`config.mk`:
```
export PLATFORM = sky130hd
export DESIGN_NAME = piso_packet_rx
export DESIGN_NICKNAME = d
export VERILOG_FILES = /design/src/rtl/larpix_rx_pkg.sv /design/src/rtl/uart_bit_sampler.sv /design/src/rtl/piso_packet_rx.sv
export SDC_FILE = /design/constraint.sdc
export NUM_CORES = 1
export LEC_CHECK = 0
export ABC_AREA = 1
export BUFFER_PORTS_ARGS = -buffer_cell sky130_fd_sc_hd__buf_4
export CAP_MARGIN = 15
export CORE_ASPECT_RATIO = 0.8
export CORE_MARGIN = 5
export CORE_UTILIZATION = 40
export DETAILED_ROUTE_END_ITERATION = 16
export PLACE_DENSITY_LB_ADDON = 0.12
export SETUP_SLACK_MARGIN = 0.15
export SLEW_MARGIN = 15
export SYNTH_ARGS = -nofsm -noshare
export SYNTH_HDL_FRONTEND = slang
export SYNTH_SLANG_ARGS = --single-unit
```
`constraint.sdc`:
```
create_clock -name clk -period 2.1 [get_ports clk]
set_input_delay 0.21 -clock clk [delete_from_list [all_inputs] [get_ports clk]]
set_output_delay 0.21 -clock clk [all_outputs]
set_load 0.05 [all_outputs]
```
`src/rtl/larpix_rx_pkg.sv`:
```
// Shared constants and types for the LArPix_v3 piso lane receiver.
// Packet field positions are provided for capture logic that decodes pkt_data.
package larpix_rx_pkg;

    localparam int WIDTH        = 64;
    localparam int PARITY_BIT   = 63;
    localparam int PKT_TYPE_LSB = 0;
    localparam int PKT_TYPE_MSB = 1;
    localparam int CHIP_ID_LSB  = 2;
    localparam int CHIP_ID_MSB  = 9;

    typedef enum logic [2:0] {
        IDLE,
        START,
        DATA,
        STOP,
        BREAK
    } rx_state_t;

endpackage

```
`src/rtl/uart_bit_sampler.sv`:
```
// Two-flop synchronizer for the serial line plus the per-bit clock counter.
// half_tick marks the start-bit recheck point, bit_tick the mid-bit data/stop sample.
module uart_bit_sampler #(
    parameter int CLKS_PER_BIT = 2
) (
    input  logic clk,
    input  logic reset_n,
    input  logic piso,
    input  logic restart,
    output logic rx_s,
    output logic half_tick,
    output logic bit_tick
);

    localparam logic [7:0] HALF = 8'(CLKS_PER_BIT / 2);
    localparam logic [7:0] LAST = 8'(CLKS_PER_BIT - 1);

    logic       sync_p0;
    logic [7:0] cyc_cnt;

    // The counter free-runs modulo CLKS_PER_BIT; restart re-aligns it to a new bit boundary.
    always_ff @(posedge clk or negedge reset_n) begin
        if (!reset_n) begin
            sync_p0 <= 1'b1;
            rx_s    <= 1'b1;
            cyc_cnt <= '0;
        end else begin
            sync_p0 <= piso;
            rx_s    <= sync_p0;
            if (restart || (cyc_cnt == LAST))
                cyc_cnt <= '0;
            else
                cyc_cnt <= cyc_cnt + 8'd1;
        end
    end

    assign half_tick = (cyc_cnt == HALF);
    assign bit_tick  = (cyc_cnt == LAST);

endmodule

```
`src/rtl/piso_packet_rx.sv`:
```
// Receiver for one LArPix_v3 piso lane: frames start/64 data/stop bits into packets
// with odd-parity qualification and a valid/ready output register.
module piso_packet_rx #(
    parameter int CLKS_PER_BIT = 2,
    parameter int WIDTH        = larpix_rx_pkg::WIDTH
) (
    input  logic             clk,
    input  logic             reset_n,
    input  logic             piso,
    output logic [WIDTH-1:0] pkt_data,
    output logic             pkt_valid,
    input  logic             pkt_ready,
    output logic             parity_err,
    output logic             frame_err,
    output logic             overflow,
    output logic [15:0]      pkt_count
);

    import larpix_rx_pkg::*;

    localparam int             BCW      = $clog2(WIDTH);
    localparam logic [BCW-1:0] BIT_LAST = BCW'(WIDTH - 1);

    rx_state_t        state;
    logic [BCW-1:0]   bit_cnt;
    logic [WIDTH-1:0] shift;
    logic             rx_s;
    logic             half_tick;
    logic             bit_tick;
    logic             restart;
    logic             complete;

    // Counter alignment: the IDLE detect cycle counts as clock 0 of the start bit,
    // so the recheck and every later sample land mid-bit even at two clocks per bit.
    assign restart = ((state == IDLE) && rx_s)
                   || ((state == START) && half_tick)
                   || (state == BREAK);

    assign complete = (state == STOP) && bit_tick && rx_s;

    uart_bit_sampler #(
        .CLKS_PER_BIT (CLKS_PER_BIT)
    ) u_sampler (
        .clk       (clk),
        .reset_n   (reset_n),
        .piso      (piso),
        .restart   (restart),
        .rx_s      (rx_s),
        .half_tick (half_tick),
        .bit_tick  (bit_tick)
    );

    always_ff @(posedge clk or negedge reset_n) begin
        if (!reset_n) begin
            state      <= IDLE;
            bit_cnt    <= '0;
            shift      <= '0;
            pkt_data   <= '0;
            pkt_valid  <= 1'b0;
            parity_err <= 1'b0;
            frame_err  <= 1'b0;
            overflow   <= 1'b0;
            pkt_count  <= '0;
        end else begin
            frame_err <= 1'b0;
            overflow  <= 1'b0;

            // A pending packet is only replaced when it is consumed in the same cycle.
            if (complete) begin
                if (!pkt_valid || pkt_ready) begin
                    pkt_data   <= shift;
                    parity_err <= ~^shift;
                    pkt_valid  <= 1'b1;
                    if (pkt_count != 16'hFFFF)
                        pkt_count <= pkt_count + 16'd1;
                end else begin
                    overflow <= 1'b1;
                end
            end else if (pkt_valid && pkt_ready) begin
                pkt_valid <= 1'b0;
            end

            case (state)
                IDLE: begin
                    if (!rx_s)
                        state <= START;
                end
                START: begin
                    if (half_tick) begin
                        bit_cnt <= '0;
                        state   <= rx_s ? IDLE : DATA;
                    end
                end
                DATA: begin
                    if (bit_tick) begin
                        shift <= {rx_s, shift[WIDTH-1:1]};
                        if (bit_cnt == BIT_LAST)
                            state <= STOP;
                        else
                            bit_cnt <= bit_cnt + BCW'(1);
                    end
                end
                STOP: begin
                    if (bit_tick) begin
                        if (rx_s) begin
                            state <= IDLE;
                        end else begin
                            frame_err <= 1'b1;
                            state     <= BREAK;
                        end
                    end
                end
                BREAK: begin
                    if (rx_s)
                        state <= IDLE;
                end
                default: state <= IDLE;
            endcase
        end
    end

endmodule

```
==> impl_metrics.ini <==
[global_routing]
grt_util_all_layers = 0.149
grt_start_max_net_pins = 73
globalRoute.totalOverflow = 0
first_global_vias = 5802
grt_first_pass_wirelength_um = 28300
initial_antenna_violation_count = 0

[synth]
fraction_of_registers_with_async_set_or_reset_after_synthesis = 1.00
yosys_warning_count = 0
ys_ff_latch = 167
post_synth.cell_area_avg_um2 = 7.71
netlist_instances = 1062
synth.lib_cells_used.distinct = 33
synth.yosys.seq_area_share = 0.510
number_of_enable_flip_flop_cells_after_synthesis = 0
synth_ff_type = sky130_fd_sc_hd__dfrtp_1
syn_area_mm2 = 0.00819
postSynthNetCount = 1070

[timing]
worstMarginPinSlew_ps = 536
max-slew-margin-rel = 0.640
finalSetupViolCount = 0
final_period_minus_worst_setup_slack_ps = 1800
part_of_the_cycle_the_worst_path_needs = 0.856
final_worst_clock_skew_ps = 12.2
hold_viol_final = 0
rsz0062_at_grt = false
final.setup.tns_ps = 0
final-max-slew-violation-count = 0
max_freq_mhz = 556

[setup_path]
start_kind = flop
setup.reg_to_reg.worst_slack_ps = 300
critical_path.reg2reg.startpoint = u_sampler.cyc_cnt[1]
timing.critical_path.required_ps = 2440
timing_worst_setup_path_type = reg -> reg
arrival_ps = 2140
rr_endpoint = pkt_count[9]
critical_path_peak_fanout = 5
rr_worst_depth = 11
worstSetupEndpointType = flop

[finish]
fill_cells = 1959
finalCoreUtilization = 0.497
layout_commonest_cell = sky130_fd_sc_hd__nand2_1
layout-drive-gt1-share = 0.140
synthToLayoutAreaGrowth_pct = 21.1
layout.nets = 1167
n_antenna_cell = 0
layout_common_cells = sky130_fd_sc_hd__nand2_1, sky130_fd_sc_hd__dfrtp_1, sky130_fd_sc_hd__inv_1

[run_status]
run_status = finished clean

[clock_tree]
clock_sinks = 167
cts_tree = yes
insertion_delay_ps = 430
root_buffer = sky130_fd_sc_hd__clkbuf_16
clock_path_buffers = 2
tritoncts.num_buffers = 17
cts.htree.levels = 4
clk_pin_slew_worst_paths_ps = 60

[placement]
port_buffers = 87
placer_congestion_estimate = 0.831
dp_hpwl_um = 12200

[floorplan]
placeableCoreArea_mm2 = 0.0200
initial_core_util = 0.410
std_cell_rows = 46
chip_height_um = 138
die_width_um = 170
floorplan.io_pins = 88
dieArea_mm2 = 0.0235

[worst_hold_path]
timing.hold.worst_endpoint = pkt_valid
hold_path_class = in -> reg
min-delay-start = pkt_ready
min_path_cells = 4

[drt]
first_pass_iters = 5
vias_per_cell = 4.61
vias = 6619
antenna_violating_nets_post_route = 0
postRouteWirelength_um = 17100
detail_route.iter0.violations = 476
drc = 0
drt-wirelength-per-cell_um = 11.9

[power]
power.leakage_nw = 5.03
switching_share_of_total_power = 0.424
p_int_mw = 7.36
p_sw_mw = 5.42
post-layout-total-power_mw = 12.8
combPwrFrac = 0.397
vdd_ir_drop_max_mv = 0.765
power-per-cell-area_mw_per_mm2 = 1290
seqPwrFrac = 0.347
power.clock.fraction = 0.256

[job]
timing.max_cap.violations = 0
## per-layer routing
metal,share of wire,vias up,wire (um),global-route usage
met3,0.036,17,609,0.0316
met1,0.53,3004,9120,0.220
met2,0.42,80,7190,0.218
met5,0,-,0,0
met4,0.013,0,216,0.0479
li1,-,3518,-,-
## worst max path at each step
stage / startpoint / to / cells past startpoint
final: u_sampler.cyc_cnt[1] / pkt_count[9] / 11
after global routing: u_sampler.cyc_cnt[1] / pkt_count[9] / 11
after CTS: u_sampler.cyc_cnt[1] / pkt_count[15] / 11
after detailed placement: u_sampler.cyc_cnt[1] / pkt_count[15] / 11
after global placement: u_sampler.cyc_cnt[1] / pkt_count[15] / 11
after floorplan: pkt_count[3] / pkt_count[15] / 8
## power by group through the flow
stage / combinational (mW) / clock, mW / sequential (mW)
floorplan: 1.39 / 0 / 6.62
global placement: 5.05 / 0 / 4.50
detailed placement: 5.09 / 0 / 4.49
CTS: 5.09 / 3.38 / 4.45
global route: 5.46 / 3.50 / 4.54
finish: 5.07 / 3.27 / 4.43
## per-stage QoR
stage                     instances  setup slack (ps)  hold slack (ps)  instance area, um^2
final                          1436               302              158                 9920
after floorplan                1062               198            -85.6                 8190
after global routing           1436               160              166                 9920
after detailed placement       1395               204              205                 9220
after CTS                      1429               189              135                 9860
after global placement         1395               271              213                 9220
## critical path, stage by stage (launching register included)
cell and delay [ps]:
sky130_fd_sc_hd__dfrtp_1 370, sky130_fd_sc_hd__inv_1 50, sky130_fd_sc_hd__ha_1 150, sky130_fd_sc_hd__nand3_2 100, sky130_fd_sc_hd__nor2_4 170, sky130_fd_sc_hd__nand3_4 110
sky130_fd_sc_hd__nor2_4 180, sky130_fd_sc_hd__o21ai_4 110, sky130_fd_sc_hd__nor2_4 140, sky130_fd_sc_hd__nand2_2 80, sky130_fd_sc_hd__nor2_2 100, sky130_fd_sc_hd__xor2_1 140
## sequential cells by signal, summed over array words and instances (netlist names), 3 cells and up
signal             flops
bit_cnt                6
state                  3
pkt_data              64
pkt_count             16
shift                 64
u_sampler.cyc_cnt      8
## synthesized netlist by cell type, types with 3 or more instances
master                    count  area (um^2)
sky130_fd_sc_hd__a21oi_1      5         25.0
sky130_fd_sc_hd__buf_2       26          130
sky130_fd_sc_hd__dfrtp_1    165         4130
sky130_fd_sc_hd__ha_1         4         50.1
sky130_fd_sc_hd__inv_1      105          394
sky130_fd_sc_hd__inv_2        6         22.5
sky130_fd_sc_hd__nand2_1    481         1810
sky130_fd_sc_hd__nand2_2      3         18.8
sky130_fd_sc_hd__nand3_1     18         90.1
sky130_fd_sc_hd__nor2_1      28          105
sky130_fd_sc_hd__nor2_2       4         25.0
sky130_fd_sc_hd__nor2_4       3         33.8
sky130_fd_sc_hd__nor3_1      12         60.1
sky130_fd_sc_hd__nor3b_1      3         22.5
sky130_fd_sc_hd__nor4_1       6         37.5
sky130_fd_sc_hd__o21ai_0     73          365
sky130_fd_sc_hd__o21ai_1     64          320
sky130_fd_sc_hd__xnor2_1     11         96.3
sky130_fd_sc_hd__xor2_1      25          219
## cell families after synthesis
family / synth area share
DFF: 0.510
xor gates and xnor gates: 0.0385
buffers and inverters: 0.0677
and+or+nand+nor: 0.282
adders and majority gates: 0.00611
AOI/OAI and AO/OA: 0.0953
## area by class of cell
cell class                 count  area, um^2  area share
multi-input combinational    757        3480       0.351
clock inverter                13         170      0.0172
tap                          264         330      0.0333
clock buffer                  19         443      0.0447
inverter                     111         419      0.0423
sequential                   167        4180       0.422
timing repair buffer         105         897      0.0904
## timing repair
| item | in CTS | in global routing |
|---|---|---|
| gates resized for setup | 0 | 1 |
| setup endpoints to repair | 0 | 33 |
| buffers inserted | 0 | 6 |
| endpoints found under the hold margin | 48 | 0 |
| hold buffers | 2 | 0 |
Note: power is estimated with default switching activity, not from simulation.
